`src/rtl/tile_fp_stream_alu.sv`:
```
// Pipelined floating-point add/sub/accumulate on joined AXI-stream operands.
// Three register stages (unpack/align, add, normalise/pack); the last stage is the output register.
module tile_fp_stream_alu #(
    parameter  int EXP_W = 8,
    parameter  int MAN_W = 23,
    localparam int BW    = 1 + EXP_W + MAN_W,
    parameter  int CNT_W = 16
) (
    input  logic             clk_line,
    input  logic             clk_line_rst_high,
    input  logic [1:0]       op_mode,
    input  logic             in_a_TVALID,
    output logic             in_a_TREADY,
    input  logic [BW-1:0]    in_a_TDATA,
    input  logic             in_a_TLAST,
    input  logic             in_b_TVALID,
    output logic             in_b_TREADY,
    input  logic [BW-1:0]    in_b_TDATA,
    output logic             out_TVALID,
    input  logic             out_TREADY,
    output logic [BW-1:0]    out_TDATA,
    output logic             out_TLAST,
    output logic             busy,
    output logic [CNT_W-1:0] beat_count,
    output logic [CNT_W-1:0] ovf_count
);

    typedef enum logic [1:0] {M_ADD = 2'd0, M_SUB = 2'd1, M_ACC = 2'd2, M_RSV = 2'd3} mode_t;

    localparam int SW  = MAN_W + 2;
    localparam int EW2 = EXP_W + 2;
    localparam logic [EXP_W-1:0] EXP_ONES = '1;
    localparam logic [BW-1:0]    QNAN     = {1'b0, EXP_ONES, 1'b1, {(MAN_W-1){1'b0}}};
    localparam logic [BW-1:0]    NEG_ZERO = {1'b1, {(BW-1){1'b0}}};

    mode_t r_mode;
    logic  r_in_pkt;
    logic [BW-1:0] r_acc;
    logic [CNT_W-1:0] r_beat_cnt, r_ovf_cnt;

    logic r1_valid, r1_sign, r1_sub, r1_zsign, r1_spec, r1_last, r1_emit, r1_acc;
    logic [EXP_W-1:0] r1_exp;
    logic [MAN_W:0] r1_mbig, r1_msmall;
    logic [BW-1:0] r1_spec_val;

    logic r2_valid, r2_sign, r2_zsign, r2_spec, r2_last, r2_emit, r2_acc;
    logic [EXP_W-1:0] r2_exp;
    logic [SW-1:0] r2_sum;
    logic [BW-1:0] r2_spec_val;

    logic r3_valid, r3_ovf, r3_last, r3_emit, r3_acc;
    logic [BW-1:0] r3_data;

    mode_t w_mode;
    logic w_is_acc, w_is_sub, w_o_valid, w_en1, w_en2, w_en3, w_empty, w_join, w_fire, w_out_hs;
    logic [BW-1:0] w_op_b;

    // A packet keeps the mode seen on its first beat; between packets op_mode is live.
    assign w_mode    = r_in_pkt ? r_mode : mode_t'(op_mode);
    assign w_is_acc  = (w_mode == M_ACC);
    assign w_is_sub  = (w_mode == M_SUB);
    assign w_o_valid = r3_valid & r3_emit;
    assign w_en3     = !r3_valid | !r3_emit | out_TREADY;
    assign w_en2     = !r2_valid | w_en3;
    assign w_en1     = !r1_valid | w_en2;
    assign w_empty   = !r1_valid & !r2_valid & !r3_valid;
    assign w_join    = in_a_TVALID & in_b_TVALID & w_en1;
    assign in_a_TREADY = w_is_acc ? w_empty : w_join;
    assign in_b_TREADY = w_is_acc ? 1'b0 : w_join;
    assign w_fire    = in_a_TVALID & in_a_TREADY;
    assign w_out_hs  = w_o_valid & out_TREADY;

    // Adding -0 to the first ACC beat passes A through unchanged, including signed zeros.
    always_comb begin
        w_op_b = in_b_TDATA;
        if (w_is_acc)
            w_op_b = r_in_pkt ? r_acc : NEG_ZERO;
        else if (w_is_sub)
            w_op_b = {~in_b_TDATA[BW-1], in_b_TDATA[BW-2:0]};
    end

    logic w_sa, w_sb, w_a_nan, w_b_nan, w_a_inf, w_b_inf, w_swap, w_spec;
    logic [EXP_W-1:0] w_ea, w_eb, w_big_exp, w_small_exp, w_ediff;
    logic [MAN_W:0] w_ma, w_mb, w_big_man, w_small_man, w_small_al;
    logic [BW-1:0] w_spec_val;

    always_comb begin
        w_sa    = in_a_TDATA[BW-1];
        w_sb    = w_op_b[BW-1];
        w_a_nan = (in_a_TDATA[BW-2:MAN_W] == EXP_ONES) && (in_a_TDATA[MAN_W-1:0] != '0);
        w_b_nan = (w_op_b[BW-2:MAN_W] == EXP_ONES) && (w_op_b[MAN_W-1:0] != '0);
        w_a_inf = (in_a_TDATA[BW-2:MAN_W] == EXP_ONES) && (in_a_TDATA[MAN_W-1:0] == '0);
        w_b_inf = (w_op_b[BW-2:MAN_W] == EXP_ONES) && (w_op_b[MAN_W-1:0] == '0);
        w_ea    = in_a_TDATA[BW-2:MAN_W];
        w_eb    = w_op_b[BW-2:MAN_W];
        w_ma    = (w_ea == '0) ? '0 : {1'b1, in_a_TDATA[MAN_W-1:0]};
        w_mb    = (w_eb == '0) ? '0 : {1'b1, w_op_b[MAN_W-1:0]};
        w_swap  = {w_eb, w_mb} > {w_ea, w_ma};
        w_big_exp   = w_swap ? w_eb : w_ea;
        w_small_exp = w_swap ? w_ea : w_eb;
        w_big_man   = w_swap ? w_mb : w_ma;
        w_small_man = w_swap ? w_ma : w_mb;
        w_ediff     = w_big_exp - w_small_exp;
        w_small_al  = (int'(w_ediff) > MAN_W + 1) ? '0 : (w_small_man >> w_ediff);
        w_spec      = 1'b0;
        w_spec_val  = '0;
        if (w_a_nan || w_b_nan || (w_a_inf && w_b_inf && (w_sa != w_sb))) begin
            w_spec     = 1'b1;
            w_spec_val = QNAN;
        end else if (w_a_inf || w_b_inf) begin
            w_spec     = 1'b1;
            w_spec_val = {(w_a_inf ? w_sa : w_sb), EXP_ONES, {MAN_W{1'b0}}};
        end
    end

    always_ff @(posedge clk_line or posedge clk_line_rst_high) begin
        if (clk_line_rst_high) begin
            r1_valid <= 1'b0; r1_sign <= 1'b0; r1_sub <= 1'b0; r1_zsign <= 1'b0;
            r1_exp <= '0; r1_mbig <= '0; r1_msmall <= '0; r1_spec <= 1'b0;
            r1_spec_val <= '0; r1_last <= 1'b0; r1_emit <= 1'b0; r1_acc <= 1'b0;
        end else if (w_en1) begin
            r1_valid <= w_fire;
            if (w_fire) begin
                r1_sign     <= w_swap ? w_sb : w_sa;
                r1_sub      <= w_sa ^ w_sb;
                r1_zsign    <= w_sa & w_sb;
                r1_exp      <= w_big_exp;
                r1_mbig     <= w_big_man;
                r1_msmall   <= w_small_al;
                r1_spec     <= w_spec;
                r1_spec_val <= w_spec_val;
                r1_last     <= w_is_acc | in_a_TLAST;
                r1_emit     <= !w_is_acc | in_a_TLAST;
                r1_acc      <= w_is_acc;
            end
        end
    end

    always_ff @(posedge clk_line or posedge clk_line_rst_high) begin
        if (clk_line_rst_high) begin
            r2_valid <= 1'b0; r2_sum <= '0; r2_sign <= 1'b0; r2_zsign <= 1'b0; r2_exp <= '0;
            r2_spec <= 1'b0; r2_spec_val <= '0; r2_last <= 1'b0; r2_emit <= 1'b0; r2_acc <= 1'b0;
        end else if (w_en2) begin
            r2_valid <= r1_valid;
            if (r1_valid) begin
                r2_sum      <= r1_sub ? ({1'b0, r1_mbig} - {1'b0, r1_msmall})
                                      : ({1'b0, r1_mbig} + {1'b0, r1_msmall});
                r2_sign     <= r1_sign;
                r2_zsign    <= r1_zsign;
                r2_exp      <= r1_exp;
                r2_spec     <= r1_spec;
                r2_spec_val <= r1_spec_val;
                r2_last     <= r1_last;
                r2_emit     <= r1_emit;
                r2_acc      <= r1_acc;
            end
        end
    end

    int w_msb;
    logic signed [EW2-1:0] w_lz, w_exp_adj;
    logic [SW-1:0] w_norm;
    logic [MAN_W-1:0] w_man;
    logic [BW-1:0] w_res;
    logic w_res_ovf;

    // Magnitude is never negative because S1 ordered the operands by size.
    always_comb begin
        w_msb = 0;
        for (int i = 0; i <= MAN_W; i++)
            if (r2_sum[i]) w_msb = i;
        w_lz      = EW2'(MAN_W - w_msb);
        w_norm    = r2_sum << w_lz;
        w_exp_adj = $signed({2'b00, r2_exp}) - w_lz;
        w_man     = w_norm[MAN_W-1:0];
        w_res     = '0;
        w_res_ovf = 1'b0;
        if (r2_sum[SW-1]) begin
            w_exp_adj = $signed({2'b00, r2_exp}) + EW2'(1);
            w_man     = r2_sum[MAN_W:1];
        end
        if (r2_spec)
            w_res = r2_spec_val;
        else if (r2_sum == '0)
            w_res = {r2_zsign, {(BW-1){1'b0}}};
        else if (w_exp_adj >= $signed({2'b00, EXP_ONES})) begin
            w_res     = {r2_sign, EXP_ONES, {MAN_W{1'b0}}};
            w_res_ovf = 1'b1;
        end else if (w_exp_adj <= 0)
            w_res = {r2_sign, {(BW-1){1'b0}}};
        else
            w_res = {r2_sign, w_exp_adj[EXP_W-1:0], w_man};
    end

    always_ff @(posedge clk_line or posedge clk_line_rst_high) begin
        if (clk_line_rst_high) begin
            r3_valid <= 1'b0; r3_data <= '0; r3_ovf <= 1'b0;
            r3_last <= 1'b0; r3_emit <= 1'b0; r3_acc <= 1'b0;
        end else if (w_en3) begin
            r3_valid <= r2_valid;
            if (r2_valid) begin
                r3_data <= w_res;
                r3_ovf  <= w_res_ovf;
                r3_last <= r2_last;
                r3_emit <= r2_emit;
                r3_acc  <= r2_acc;
            end
        end
    end

    // Non-final ACC sums sit in S3 for one cycle without out_TVALID, then fold into the accumulator.
    always_ff @(posedge clk_line or posedge clk_line_rst_high) begin
        if (clk_line_rst_high) begin
            r_mode     <= M_ADD;
            r_in_pkt   <= 1'b0;
            r_acc      <= '0;
            r_beat_cnt <= '0;
            r_ovf_cnt  <= '0;
        end else begin
            if (w_fire) begin
                if (!r_in_pkt) r_mode <= mode_t'(op_mode);
                r_in_pkt <= !in_a_TLAST;
            end
            if (r3_valid && r3_acc && !r3_emit)
                r_acc <= r3_data;
            if (w_out_hs) begin
                if (r_beat_cnt != '1) r_beat_cnt <= r_beat_cnt + CNT_W'(1);
                if (r3_ovf && (r_ovf_cnt != '1)) r_ovf_cnt <= r_ovf_cnt + CNT_W'(1);
            end
        end
    end

    assign out_TVALID = w_o_valid;
    assign out_TDATA  = r3_data;
    assign out_TLAST  = r3_last;
    assign busy       = r1_valid | r2_valid | r3_valid | (r_in_pkt & (r_mode == M_ACC));
    assign beat_count = r_beat_cnt;
    assign ovf_count  = r_ovf_cnt;

endmodule

```
`config.mk`:
```
export PLATFORM = sky130hd
export DESIGN_NAME = tile_fp_stream_alu
export DESIGN_NICKNAME = d
export VERILOG_FILES = /design/src/rtl/tile_fp_stream_alu.sv
export SDC_FILE = /design/constraint.sdc
export NUM_CORES = 1
export LEC_CHECK = 0
export BUFFER_PORTS_ARGS = -buffer_cell sky130_fd_sc_hd__buf_2
export CORE_UTILIZATION = 40
export DETAILED_ROUTE_END_ITERATION = 10
export GPL_TIMING_DRIVEN = 1
export PLACE_DENSITY_LB_ADDON = 0.08
export SLEW_MARGIN = 10
export SYNTH_ARGS = -nofsm -noshare
export SYNTH_HDL_FRONTEND = slang
export SYNTH_SLANG_ARGS = --single-unit
```
`constraint.sdc`:
```
create_clock -name clk_line -period 9.1 [get_ports clk_line]
set_input_delay 2.73 -clock clk_line [delete_from_list [all_inputs] [get_ports clk_line]]
set_output_delay 2.73 -clock clk_line [all_outputs]
set_load 0.005 [all_outputs]
```
==> out/qor.csv <==
stage;metric;value;unit
global_routing;grt_pass1_wl;84.0;mm
global_routing;grt_pass1_vias;13800;
setup_path;critPathMaxStageDelay;0.49;ns
placed_design;place_congestion;0.952;
cells_and_area;drive_gt1_frac;0.165;
run;max_cap_viol_count;0;
timing;maxSlewHeadroom;0.422;
drt;wirelength;54.8;mm
setup_path;path_cells;buf_2 > nor2b_1 > nor2_1 > a22oi_1 > inv_2 > nor4_4 > buf_12 > nor2_1 > ha_1 > a21oi_1 > a21oi_1 > o31ai_1 > a311o_1 > and3_1 > o211ai_1 > and2_1 > ha_1 > o21ai_0 > a21boi_0 > o21bai_1 > nor3b_4 > nand2_1 > a32oi_1;
timing;slew_violations;0;
logic_synthesis;async_flop_share;1.00;
logic_synthesis;synth_edf_count;0;
floorplan;pin_count;141;
floorplan;num_rows;72;
logic_synthesis;synth_cells;1851;
drt;wl_per_cell;22.0;um
clock_tree;htreeDepth;1;
floorplan;die_h;201;um
logic_synthesis;synth_ff_type;dfrtp_1;
clock_tree;cts_buffer_depth;3;
cells_and_area;instances_no_fill;2490;
logic_synthesis;avgSynthCellArea;8.55;um2
timing;fin_tns_setup;0;ns
setup_path;worstSetupPathType;in -> reg;
setup_path;reg2reg_depth;20;
drt;drtPass1Iterations;6;
pwr;cellLeakagePower;8.48;nW
setup_path;r2r_start;r_in_pkt;
status;status;finished clean;
logic_synthesis;synth_largest_area_cell;dfrtp_1;
placed_design;port_buffers;140;
global_routing;grt_overflow_total;0;
setup_path;crit_arrival;8.50;ns
clock_tree;holdBufCountCts;0;
timing;min_period;8.02;ns
clock_tree;tritoncts;done;
setup_path;cpMaxStageDelayCell;o21bai_1;
timing;finalHoldViolations;0;
logic_synthesis;synth_top_area_frac;0.335;
logic_synthesis;synth_seq_cells;212;
floorplan;initial_core_util;0.408;
floorplan;die_area;40400;um2
timing;skew;0.0182;ns
logic_synthesis;synthAdderAreaFrac;0.0603;
placed_design;placedCellCount;2439;
global_routing;antenna_found_initial;2;
logic_synthesis;synth.area.mux_share;0.123;
pwr;powerDensity;485;nW/um2
setup_path;r2r-end;r1_msmall[5];
worst_hold_path;min_path_type;reg -> reg;
clock_tree;path_clk_slew;0.06;ns
clock_tree;numCtsBuffers;27;
drt;drc;0;
setup_path;crit_end;r1_msmall[5];
setup_path;crit_path_end_kind;register;
logic_synthesis;syn_area;15800;um2
timing;worst_slew_pin_slew;0.867;ns
timing;rsz0062_at_grt;false;
logic_synthesis;netlist-cell-type-count;90;
logic_synthesis;synth_warnings;0;
logic_synthesis;seq_area_frac_synth;0.335;
drt;viasPerCell;5.82;
pwr;vdd.ir_drop.worst;0.227;mV
clock_tree;postCtsSetupBuffers;0;
drt;num_vias;14500;
global_routing;grt_max_degree;147;
placed_design;dpl.hpwl;42.7;mm
floorplan;core_area;38800;um2
logic_synthesis;synth_xor_area_frac;0.0470;
timing;timing.final.crit_share;0.881;
cells_and_area;mostFrequentLayoutCell;nand2_1;
setup_path;worst-path-max-fanout;44;
logic_synthesis;synth_compound_area_frac;0.197;
clock_tree;root_buffer;clkbuf_16;
logic_synthesis;synth-simple-area-share;0.197;
setup_path;startpoint_type;input pin;
cells_and_area;final_cell_mix;216 x nand2_1, 212 x dfrtp_1, 184 x nor2_1;
logic_synthesis;synth_top_family_by_area;compound AO/OA/AOI/OAI gates;
cells_and_area;synthToLayoutAreaGrowth;14.1;%
cells_and_area;layout.nets;2097;
logic_synthesis;syn-num-nets;1998;
clock_tree;cts_sinks;212;
clock_tree;cts_resized;0;
timing;max_freq;125;MHz
timing;setup-violations-final;0;
floorplan;die_w;201;um
logic_synthesis;synth_area_leaders;dfrtp_1 34%, mux2i_1 6.8%, ha_1 5.8%;
setup_path;startpoint;op_mode[1];
drt;final_antenna_net_count;0;
drt;drt_iter0_markers;1026;
setup_path;r2r_slack;2.78;ns
global_routing;grt_use_total;0.268;
setup_path;required;9.58;ns
clock_tree;clk_latency;0.57;ns
## stage by stage
stage / hold slack [ns] / power, W / setup slack [ns] / instance area (um2) / util
4_1_cts: 0.470 / 0.00873 / 1.24 / 18000 / 0.465
5_1_grt: 0.498 / 0.00946 / 0.657 / 18100 / 0.465
3_5_place_dp: 0.463 / 0.00751 / 0.673 / 17100 / 0.440
3_3_place_gp: 0.447 / 0.00748 / 0.686 / 17100 / 0.440
2_1_floorplan: 0.433 / 0.00591 / 0.576 / 15800 / -
6_report: 0.472 / 0.00875 / 1.08 / 18100 / 0.465
## worst min-delay path by stage
stage / startpoint / to / slack (ns) / cells past startpoint
3_3_place_gp: r2_last / out_TLAST / 0.45 / 2
6_report: r2_last / out_TLAST / 0.47 / 2
5_1_grt: r2_acc / r3_acc / 0.50 / 2
4_1_cts: r2_last / out_TLAST / 0.47 / 2
3_5_place_dp: out_TLAST / out_TLAST / 0.46 / 2
2_1_floorplan: r2_last / out_TLAST / 0.43 / 2
## area by class of cell
| class | instances | area [um2] |
|---|---|---|
| Multi-Input combinational cell | 1475 | 9920 |
| Inverter | 65 | 251 |
| Sequential cell | 212 | 5310 |
| Fill cell | 3831 | 20800 |
| Tap cell | 518 | 648 |
| Clock inverter | 12 | 216 |
| Antenna cell | 2 | 5.00 |
| Clock buffer | 37 | 763 |
| Timing Repair Buffer | 169 | 943 |
## Yosys cell counts (all sizes together) (4+ instances only)
cell type / count
o31ai: 13
mux2i: 108
a22oi: 57
o21bai: 7
xor2: 28
o21a: 6
mux2: 70
a32oi: 8
nor4: 29
and3: 16
or3: 14
nand4: 28
and2: 13
dfrtp: 212
clkbuf: 71
buf: 28
nand3: 50
o211ai: 10
nand2: 218
nor2b: 13
a31oi: 12
nor3b: 6
a211oi: 14
a311oi: 4
a41oi: 5
inv: 63
o22a: 11
xnor2: 57
ha: 73
o21ai: 128
or2: 7
a21boi: 5
a21oi: 109
a22o: 10
a32o: 11
nand2b: 8
a21o: 20
nor2: 187
a221o: 7
nor3: 63
## critical path, delay by kind of cell
kind,cells,cell delay [ns]
compound gates,10,2.73
fa+ha+maj,2,0.55
buf+inv,3,0.49
simple gates,8,1.98
## state kept, by name, indices dropped and copies added (netlist names), 2 cells and up
signal,flops
out_TDATA,32
r_acc,32
r2_sum,25
r1_mbig,24
r1_msmall,24
beat_count,16
ovf_count,16
r1_exp,8
r2_exp,8
r1_spec_val,3
r2_spec_val,3
r_mode,2
## power by group
part / internal (W) / switching [W] / total [W]
registers: 0.00128 / 0.000487 / 0.00177
clock network: 0.000732 / 0.000449 / 0.00118
logic: 0.00238 / 0.00342 / 0.00580
total: 0.00439 / 0.00436 / 0.00875
## cells by family (layout without fill, tap and decap cells)
| group | count (synthesis) | after routing |
|---|---|---|
| AOI/OAI and AO/OA | 468 | 468 |
| xor gates and xnor gates | 85 | 85 |
| adders and majority gates | 75 | 75 |
| buffers and inverters | 164 | 283 |
| DFF | 212 | 212 |
| muxes | 181 | 181 |
| other | 0 | 2 |
| and+or+nand+nor | 666 | 666 |
## routing by layer
layer / up-vias / share of wire / global-route usage / routed length, um
li1: 6986 / - / - / -
met3: 63 / 0.053 / 0.0325 / 2900
met2: 418 / 0.45 / 0.424 / 24800
met5: - / 0 / 0 / 0
met4: 0 / 0.028 / 0.0769 / 1530
met1: 7017 / 0.47 / 0.382 / 25500
(Power assumes the default switching activity.)
